[src/rtl/ysyx_idu_pkg.sv]
// Shared decode constants for the IDU: RV32I opcodes, ALU op encodings, FSM states, ctl bits.
package ysyx_idu_pkg;

    localparam logic [6:0] OPC_OP     = 7'b0110011;
    localparam logic [6:0] OPC_OP_IMM = 7'b0010011;
    localparam logic [6:0] OPC_LOAD   = 7'b0000011;
    localparam logic [6:0] OPC_STORE  = 7'b0100011;
    localparam logic [6:0] OPC_BRANCH = 7'b1100011;
    localparam logic [6:0] OPC_JAL    = 7'b1101111;
    localparam logic [6:0] OPC_JALR   = 7'b1100111;
    localparam logic [6:0] OPC_LUI    = 7'b0110111;
    localparam logic [6:0] OPC_AUIPC  = 7'b0010111;
    localparam logic [6:0] OPC_SYSTEM = 7'b1110011;

    typedef enum logic [3:0] {
        AluAdd  = 4'd0,
        AluSub  = 4'd1,
        AluSll  = 4'd2,
        AluSlt  = 4'd3,
        AluSltu = 4'd4,
        AluXor  = 4'd5,
        AluSrl  = 4'd6,
        AluSra  = 4'd7,
        AluOr   = 4'd8,
        AluAnd  = 4'd9,
        AluLui  = 4'd10
    } alu_op_e;

    localparam logic [0:0] ST_EMPTY = 1'b0;
    localparam logic [0:0] ST_FULL  = 1'b1;

    // Bit positions inside ctl_o, MSB first: load, store, branch, jal, jalr, auipc, ebreak, ecall.
    localparam int unsigned CTL_LOAD   = 7;
    localparam int unsigned CTL_STORE  = 6;
    localparam int unsigned CTL_BRANCH = 5;
    localparam int unsigned CTL_JAL    = 4;
    localparam int unsigned CTL_JALR   = 3;
    localparam int unsigned CTL_AUIPC  = 2;
    localparam int unsigned CTL_EBREAK = 1;
    localparam int unsigned CTL_ECALL  = 0;

    // alt selects SUB/SRA over ADD/SRL (inst[30] for the encodings that allow it).
    function automatic alu_op_e alu_from_funct(logic [2:0] f3, logic alt);
        unique case (f3)
            3'b000:  return alt ? AluSub : AluAdd;
            3'b001:  return AluSll;
            3'b010:  return AluSlt;
            3'b011:  return AluSltu;
            3'b100:  return AluXor;
            3'b101:  return alt ? AluSra : AluSrl;
            3'b110:  return AluOr;
            default: return AluAnd;
        endcase
    endfunction

endpackage

[src/rtl/ysyx_idu_dec.sv]
// Purely combinational RV32I/E decoder: raw instruction -> register indices, immediate,
// ALU op, control flags and an illegal-instruction indication.
module ysyx_idu_dec
    import ysyx_idu_pkg::*;
#(
    parameter int unsigned DATA_W = 32,
    parameter int unsigned REG_W  = 5
) (
    input  logic [DATA_W-1:0] inst,
    output logic [REG_W-1:0]  rd,
    output logic [REG_W-1:0]  rs1,
    output logic [REG_W-1:0]  rs2,
    output logic [DATA_W-1:0] imm,
    output logic [3:0]        alu_op,
    output logic [2:0]        funct3,
    output logic              wen,
    output logic [7:0]        ctl,
    output logic              illegal
);

    localparam bit RvE = (REG_W < 5);

    logic [6:0] opcode;
    logic [6:0] funct7;
    logic [4:0] rd_f;
    logic [4:0] rs1_f;
    logic [4:0] rs2_f;
    logic [DATA_W-1:0] imm_i;
    logic [DATA_W-1:0] imm_s;
    logic [DATA_W-1:0] imm_b;
    logic [DATA_W-1:0] imm_u;
    logic [DATA_W-1:0] imm_j;

    assign opcode = inst[6:0];
    assign funct3 = inst[14:12];
    assign funct7 = inst[31:25];
    assign rd_f   = inst[11:7];
    assign rs1_f  = inst[19:15];
    assign rs2_f  = inst[24:20];

    assign imm_i = {{(DATA_W-12){inst[31]}}, inst[31:20]};
    assign imm_s = {{(DATA_W-12){inst[31]}}, inst[31:25], inst[11:7]};
    assign imm_b = {{(DATA_W-13){inst[31]}}, inst[31], inst[7], inst[30:25], inst[11:8], 1'b0};
    assign imm_u = {inst[DATA_W-1:12], 12'b0};
    assign imm_j = {{(DATA_W-21){inst[31]}}, inst[31], inst[19:12], inst[20], inst[30:21], 1'b0};

    assign rd  = rd_f[REG_W-1:0];
    assign rs1 = rs1_f[REG_W-1:0];
    assign rs2 = rs2_f[REG_W-1:0];

    alu_op_e    alu;
    logic [7:0] ctl_raw;
    logic       wen_raw;
    logic       bad;
    logic       use_rd;
    logic       use_rs1;
    logic       use_rs2;

    always_comb begin
        alu     = AluAdd;
        imm     = '0;
        ctl_raw = '0;
        wen_raw = 1'b0;
        bad     = 1'b0;
        use_rd  = 1'b0;
        use_rs1 = 1'b0;
        use_rs2 = 1'b0;
        case (opcode)
            OPC_LUI: begin
                imm = imm_u; alu = AluLui; wen_raw = 1'b1; use_rd = 1'b1;
            end
            OPC_AUIPC: begin
                imm = imm_u; ctl_raw[CTL_AUIPC] = 1'b1; wen_raw = 1'b1; use_rd = 1'b1;
            end
            OPC_JAL: begin
                imm = imm_j; ctl_raw[CTL_JAL] = 1'b1; wen_raw = 1'b1; use_rd = 1'b1;
            end
            OPC_JALR: begin
                imm = imm_i; ctl_raw[CTL_JALR] = 1'b1; wen_raw = 1'b1;
                use_rd = 1'b1; use_rs1 = 1'b1;
                bad = (funct3 != 3'b000);
            end
            OPC_BRANCH: begin
                imm = imm_b; ctl_raw[CTL_BRANCH] = 1'b1; use_rs1 = 1'b1; use_rs2 = 1'b1;
                alu = funct3[2] ? (funct3[1] ? AluSltu : AluSlt) : AluSub;
                bad = (funct3[2:1] == 2'b01);
            end
            OPC_LOAD: begin
                imm = imm_i; ctl_raw[CTL_LOAD] = 1'b1; wen_raw = 1'b1;
                use_rd = 1'b1; use_rs1 = 1'b1;
                bad = (funct3 == 3'b011) || (funct3[2:1] == 2'b11);
            end
            OPC_STORE: begin
                imm = imm_s; ctl_raw[CTL_STORE] = 1'b1; use_rs1 = 1'b1; use_rs2 = 1'b1;
                bad = (funct3 > 3'b010);
            end
            OPC_OP_IMM: begin
                imm = imm_i; wen_raw = 1'b1; use_rd = 1'b1; use_rs1 = 1'b1;
                alu = alu_from_funct(funct3, (funct3 == 3'b101) && inst[30]);
                if (funct3 == 3'b001) bad = (funct7 != 7'b0000000);
                if (funct3 == 3'b101) bad = (funct7 != 7'b0000000) && (funct7 != 7'b0100000);
            end
            OPC_OP: begin
                wen_raw = 1'b1; use_rd = 1'b1; use_rs1 = 1'b1; use_rs2 = 1'b1;
                alu = alu_from_funct(funct3, inst[30]);
                bad = !((funct7 == 7'b0000000) ||
                        ((funct7 == 7'b0100000) && ((funct3 == 3'b000) || (funct3 == 3'b101))));
            end
            OPC_SYSTEM: begin
                imm = imm_i;
                if (inst[31:0] == 32'h0000_0073)      ctl_raw[CTL_ECALL]  = 1'b1;
                else if (inst[31:0] == 32'h0010_0073) ctl_raw[CTL_EBREAK] = 1'b1;
                else                                  bad = 1'b1;
            end
            default: bad = 1'b1;
        endcase
        // RV32E only has x0..x15; any referenced index with bit 4 set cannot be encoded.
        if (RvE) begin
            bad = bad | (use_rd & rd_f[4]) | (use_rs1 & rs1_f[4]) | (use_rs2 & rs2_f[4]);
        end
    end

    assign alu_op  = alu;
    assign illegal = bad;
    assign wen     = wen_raw && !bad && (rd_f != 5'd0);
    assign ctl     = bad ? 8'h00 : ctl_raw;

endmodule

[src/rtl/ysyx_idu.sv]
// Decode stage: one-entry pipeline slot between IFU and EXU with flush support.
// Decoded fields are driven combinationally from the held instruction.
module ysyx_idu
    import ysyx_idu_pkg::*;
#(
    parameter int unsigned ADDR_W = 32,
    parameter int unsigned DATA_W = 32,
    parameter int unsigned REG_W  = 5
) (
    input  logic              clk,
    input  logic              rst,
    input  logic              prev_valid,
    output logic              ready_o,
    input  logic [DATA_W-1:0] inst,
    input  logic [ADDR_W-1:0] pc,
    input  logic              flush_i,
    output logic              valid_o,
    input  logic              next_ready,
    output logic [ADDR_W-1:0] pc_o,
    output logic [DATA_W-1:0] inst_o,
    output logic [REG_W-1:0]  rd_o,
    output logic [REG_W-1:0]  rs1_o,
    output logic [REG_W-1:0]  rs2_o,
    output logic [DATA_W-1:0] imm_o,
    output logic [3:0]        alu_op_o,
    output logic [2:0]        funct3_o,
    output logic              wen_o,
    output logic [7:0]        ctl_o,
    output logic              illegal_o
);

    logic [0:0]        state_q;
    logic [DATA_W-1:0] inst_q;
    logic [ADDR_W-1:0] pc_q;
    logic              full;
    logic              accept;
    logic              handoff;

    assign full    = (state_q == ST_FULL);
    assign ready_o = !full || next_ready;
    assign accept  = prev_valid && ready_o && !flush_i;
    assign handoff = full && next_ready;

    always_ff @(posedge clk) begin
        if (rst) begin
            state_q <= ST_EMPTY;
            inst_q  <= '0;
            pc_q    <= '0;
        end else if (flush_i) begin
            state_q <= ST_EMPTY;
        end else if (accept) begin
            state_q <= ST_FULL;
            inst_q  <= inst;
            pc_q    <= pc;
        end else if (handoff) begin
            state_q <= ST_EMPTY;
        end
    end

    logic [REG_W-1:0]  dec_rd;
    logic [REG_W-1:0]  dec_rs1;
    logic [REG_W-1:0]  dec_rs2;
    logic [DATA_W-1:0] dec_imm;
    logic [3:0]        dec_alu;
    logic [2:0]        dec_f3;
    logic              dec_wen;
    logic [7:0]        dec_ctl;
    logic              dec_illegal;

    ysyx_idu_dec #(
        .DATA_W (DATA_W),
        .REG_W  (REG_W)
    ) u_dec (
        .inst    (inst_q),
        .rd      (dec_rd),
        .rs1     (dec_rs1),
        .rs2     (dec_rs2),
        .imm     (dec_imm),
        .alu_op  (dec_alu),
        .funct3  (dec_f3),
        .wen     (dec_wen),
        .ctl     (dec_ctl),
        .illegal (dec_illegal)
    );

    // Outputs read as zero whenever the slot is empty, so a stale entry never leaks out.
    assign valid_o   = full;
    assign pc_o      = full ? pc_q : '0;
    assign inst_o    = full ? inst_q : '0;
    assign rd_o      = full ? dec_rd : '0;
    assign rs1_o     = full ? dec_rs1 : '0;
    assign rs2_o     = full ? dec_rs2 : '0;
    assign imm_o     = full ? dec_imm : '0;
    assign alu_op_o  = full ? dec_alu : '0;
    assign funct3_o  = full ? dec_f3 : '0;
    assign wen_o     = full && dec_wen;
    assign ctl_o     = full ? dec_ctl : '0;
    assign illegal_o = full && dec_illegal;

endmodule

[config.mk]
export PLATFORM = sky130hd
export DESIGN_NAME = ysyx_idu
export DESIGN_NICKNAME = d
export VERILOG_FILES = /design/src/rtl/ysyx_idu_pkg.sv /design/src/rtl/ysyx_idu_dec.sv /design/src/rtl/ysyx_idu.sv
export SDC_FILE = /design/constraint.sdc
export NUM_CORES = 1
export LEC_CHECK = 0
export BUFFER_PORTS_ARGS = -buffer_cell sky130_fd_sc_hd__buf_2
export CAP_MARGIN = 30
export CORE_MARGIN = 4
export CORE_UTILIZATION = 41
export DETAILED_ROUTE_END_ITERATION = 12
export HOLD_SLACK_MARGIN = 0.06
export MAX_ROUTING_LAYER = met4
export PLACE_DENSITY = 0.84
export SYNTH_ARGS = -nofsm -noshare
export SYNTH_HDL_FRONTEND = slang
export SYNTH_SLANG_ARGS = --single-unit
[constraint.sdc]
create_clock -name clk -period 1.9 [get_ports clk]
set_input_delay 0.19 -clock clk [delete_from_list [all_inputs] [get_ports clk]]
set_output_delay 0.19 -clock clk [all_outputs]
set_load 0.01 [all_outputs]
==> results_dict.tcl <==
set metrics [dict create \
    dp_hpwl_um 9835 \
    worstPathCellList "nor4_4 > nand2_2 > a21oi_2 > nor4_2 > or4_4 > buf_6 > nor4b_4 > buf_2" \
    end_kind "output pin" \
    p_comb_share_pct 18.9 \
    numPortBuffers 198 \
    relSlewSlack_pct 73.09 \
    drc 0 \
    p_leak_nw 2.861 \
    period_share_pct 136.2 \
    critPathMaxStageDelay_ns 0.56 \
    peakVddDrop_mv 0.3786 \
    finalHoldViolCount 0 \
    first_pass_iters 5 \
    syn_to_final_growth_pct 57.72 \
    drv_cap 0 \
    dp.cells 865 \
    crit_end "ctl_o[6]" \
    skew_ns 0.004349 \
    power.density_nw_per_um2 512.2 \
    layoutNonFillerInstCount 911 \
    ant_nets 0 \
    status "complete, but fails checks" \
    fin_ws_ns -0.6884 \
    antenna_found_initial 3 \
    violations "setup timing" \
    grt_pass1_wl_um 21790 \
    reg2regPathDepth 6 \
    cp.arrival_ns 2.40 \
    whs_ns 0.07944 \
    vias 4806 \
    initial_core_util_pct 42.77 \
    synth_edf_count 0 \
    die_area_um2 10830 \
    seq_area_frac_synth_pct 34.38 \
    yosys_warnings 0 \
    drive_gt1_share_pct 48.31 \
    clock-sinks 65 \
    rsz0062_at_grt "yes" \
    setup.worst_path.start "inst_q[29]$_SDFFE_PP0P_" \
    fp.dieH_um 104.1 \
    drt_iter0_markers 350 \
    hold_path.class "input port to flop" \
    ys.flop_type "dfxtp_1" \
    htreeDepth 3 \
    syn_area_per_cell_um2 6.759 \
    clk_path_buf_depth 2 \
    seqPwrFrac_pct 48.0 \
    synthesis.area_um2 3785 \
    utilization_pct 67.46 \
    grtUsageTotal_pct 25.00 \
    drt-wirelength-per-cell_um 16.24 \
    slowest_stage "or4_4" \
    grt_max_degree 87 \
    setup_viol 45 \
    gp_congestion 0.8848 \
    cp.required_ns 1.71 \
    synth_cell_types 47 \
    grt_overflow 0 \
    layout.nets 863 \
    r2r_setup_slack_ns 0.37 \
    coreArea_um2 8848 \
    wl_um 14790 \
    cts_inserted_buffers 9 \
    fp.dieW_um 104.1 \
    tightest_slew_ns 0.4036 \
    total_power_mw 3.058 \
    setup.worst_path.start_class "flop" \
    post-route-min-period_ns 2.588 \
    reg2reg_to "inst_q[2]$_SDFFE_PP0P_" \
    async_flop_share_pct 0 \
    clkTransAtPathRegs_ns 0.07 \
    io_pins 199 \
    ys_seq_elements 65 \
    crit_fanout 4 \
    pwr-share-clk_pct 33.1 \
    p_int_mw 2.149 \
    clk_latency_ns 0.34 \
    timing_worst_setup_path_type "flop to output pin" \
    clock-root-buffer "clkbuf_8" \
    worstReg2RegStart "valid_o$_SDFFE_PP0P_" \
    max_freq_ghz 0.3863 \
    via_per_inst 5.276 \
    synth_nets 629 \
    cts_tree "built" \
    switchingPower_mw 0.9089 \
    final_max_slew_viol_count 0 \
    rows 34 \
    grt_pass1_vias 4408 \
    sw_frac_of_total_pct 29.72 \
    synthCells 560 \
]
==> worst min-delay path by stage <==
stage | from | endpoint | slack, ns | cells after the start
6_report | inst[5] | inst_q[5]$_SDFFE_PP0P_ | 0.08 | 3
5_1_grt | pc[27] | pc_q[27]$_SDFFE_PP0P_ | 0.07 | 3
4_1_cts | inst[5] | inst_q[5]$_SDFFE_PP0P_ | 0.07 | 3
3_5_place_dp | flush_i | valid_o$_SDFFE_PP0P_ | 0.39 | 2
3_3_place_gp | flush_i | valid_o$_SDFFE_PP0P_ | 0.39 | 2
2_1_floorplan | flush_i | valid_o$_SDFFE_PP0P_ | 0.27 | 1
==> stage by stage <==
stage,instance area (µm²),setup WS [ns],TNS (ns)
3_3_place_gp,5139,-0.4187,-3.509
2_1_floorplan,3817,-0.1398,-0.5254
3_5_place_dp,5139,-0.4832,-4.152
6_report,5969,-0.6884,-19.35
5_1_grt,5967,-0.7731,-22.80
4_1_cts,5582,-0.6705,-14.41
==> state kept, by name (all words and copies together), names as in the netlist <==
signal and flops:
pc_q 32, inst_q 32, valid_o 1
==> metal layers <==
| metal | vias to the layer above | share of wire [%] | global-route usage, % |
|---|---|---|---|
| li1 | 2302 | - | - |
| met1 | 2227 | 38 | 28.22 |
| met2 | 234 | 50 | 42.43 |
| met3 | 43 | 9.5 | 7.387 |
| met4 | 0 | 3.0 | 8.262 |
| met5 | - | 0 | - |
==> timing repair <==
item                                    4_1_cts  5_1_grt
hold buffers                                  1        0
cloned                                        1        0
endpoints found under the hold margin         1        0
buffers inserted                             16       10
gates resized for setup                      49       69
endpoints found under the setup margin       45       45
pin swaps                                    21       21
==> synthesized netlist by cell type (2+ instances only) <==
cell        n  share of area [%]
nor2_1     28                2.8
dfxtp_1    65                 34
inv_1       4               0.40
nor4_1      5               0.83
buf_1       6               0.59
buf_2       4               0.53
nand4_1     2               0.33
a31oi_1     3               0.50
and3_1      7                1.2
o21ai_0     6               0.79
a22oi_1     5               0.99
nor3_1      8                1.1
nor2b_1     7                1.2
nand3b_1    3               0.59
a32oi_1     2               0.46
a21oi_1    93                 12
and2_1     68                 11
buf_4      18                3.6
clkbuf_1   37                3.7
nand3_1     4               0.53
nand2_1   158                 16
nor3b_1     2               0.40
==> logic make-up (layout without fill, tap and decap cells) <==
family / Yosys count / in the layout / share of synthesized area (%)
and+or+nand+nor: 303 / 303 / 38.51
AOI/OAI and AO/OA: 121 / 121 / 17.82
buffers and inverters: 70 / 309 / 9.058
DFF: 65 / 65 / 34.38
xor gates and xnor gates: 1 / 1 / 0.2314
other: 0 / 4 / 0
==> final cells by class <==
cell class | count | area [µm²]
fill | 741 | 2879
timing repair buffer | 289 | 1802
clock buffer | 10 | 127.6
clock inverter | 6 | 35.03
antenna | 4 | 10.01
multi-input combinational | 425 | 2520
inverter | 4 | 15.01
sequential | 65 | 1325
tap | 108 | 135.1
==> placed cells by master, fill, tap and decap left out, drive strengths merged, types with 5 or more instances in the layout <==
| master | Yosys | layout |
|---|---|---|
| nor2b | 7 | 7 |
| o21ai | 6 | 6 |
| a21oi | 93 | 93 |
| nor3 | 9 | 9 |
| buf | 29 | 288 |
| dfxtp | 65 | 65 |
| and3 | 7 | 7 |
| and2 | 68 | 68 |
| nor4 | 5 | 5 |
| a22oi | 5 | 5 |
| clkbuf | 37 | 10 |
| nor2 | 28 | 28 |
| nand2 | 158 | 158 |
==> power groups by stage <==
stage / Sequential, mW / Combinational, mW / Clock, mW
final: 1.47 / 0.578 / 1.01
after global routing: 1.48 / 0.627 / 1.10
after CTS: 1.46 / 0.514 / 1.02
after detailed placement: 1.49 / 0.482 / 0
after global placement: 1.49 / 0.477 / 0
after floorplan: 1.49 / 0.259 / 0
==> worst max-delay path: cells and delay by family (launching register included) <==
kind                   cells  cell delay (ns)
flip-flops                 1             0.34
AO/OA/AOI/OAI              1             0.15
buffers and inverters      2             0.32
AND/OR/NAND/NOR            5             1.24
Note: power is estimated with default switching activity, not from simulation.
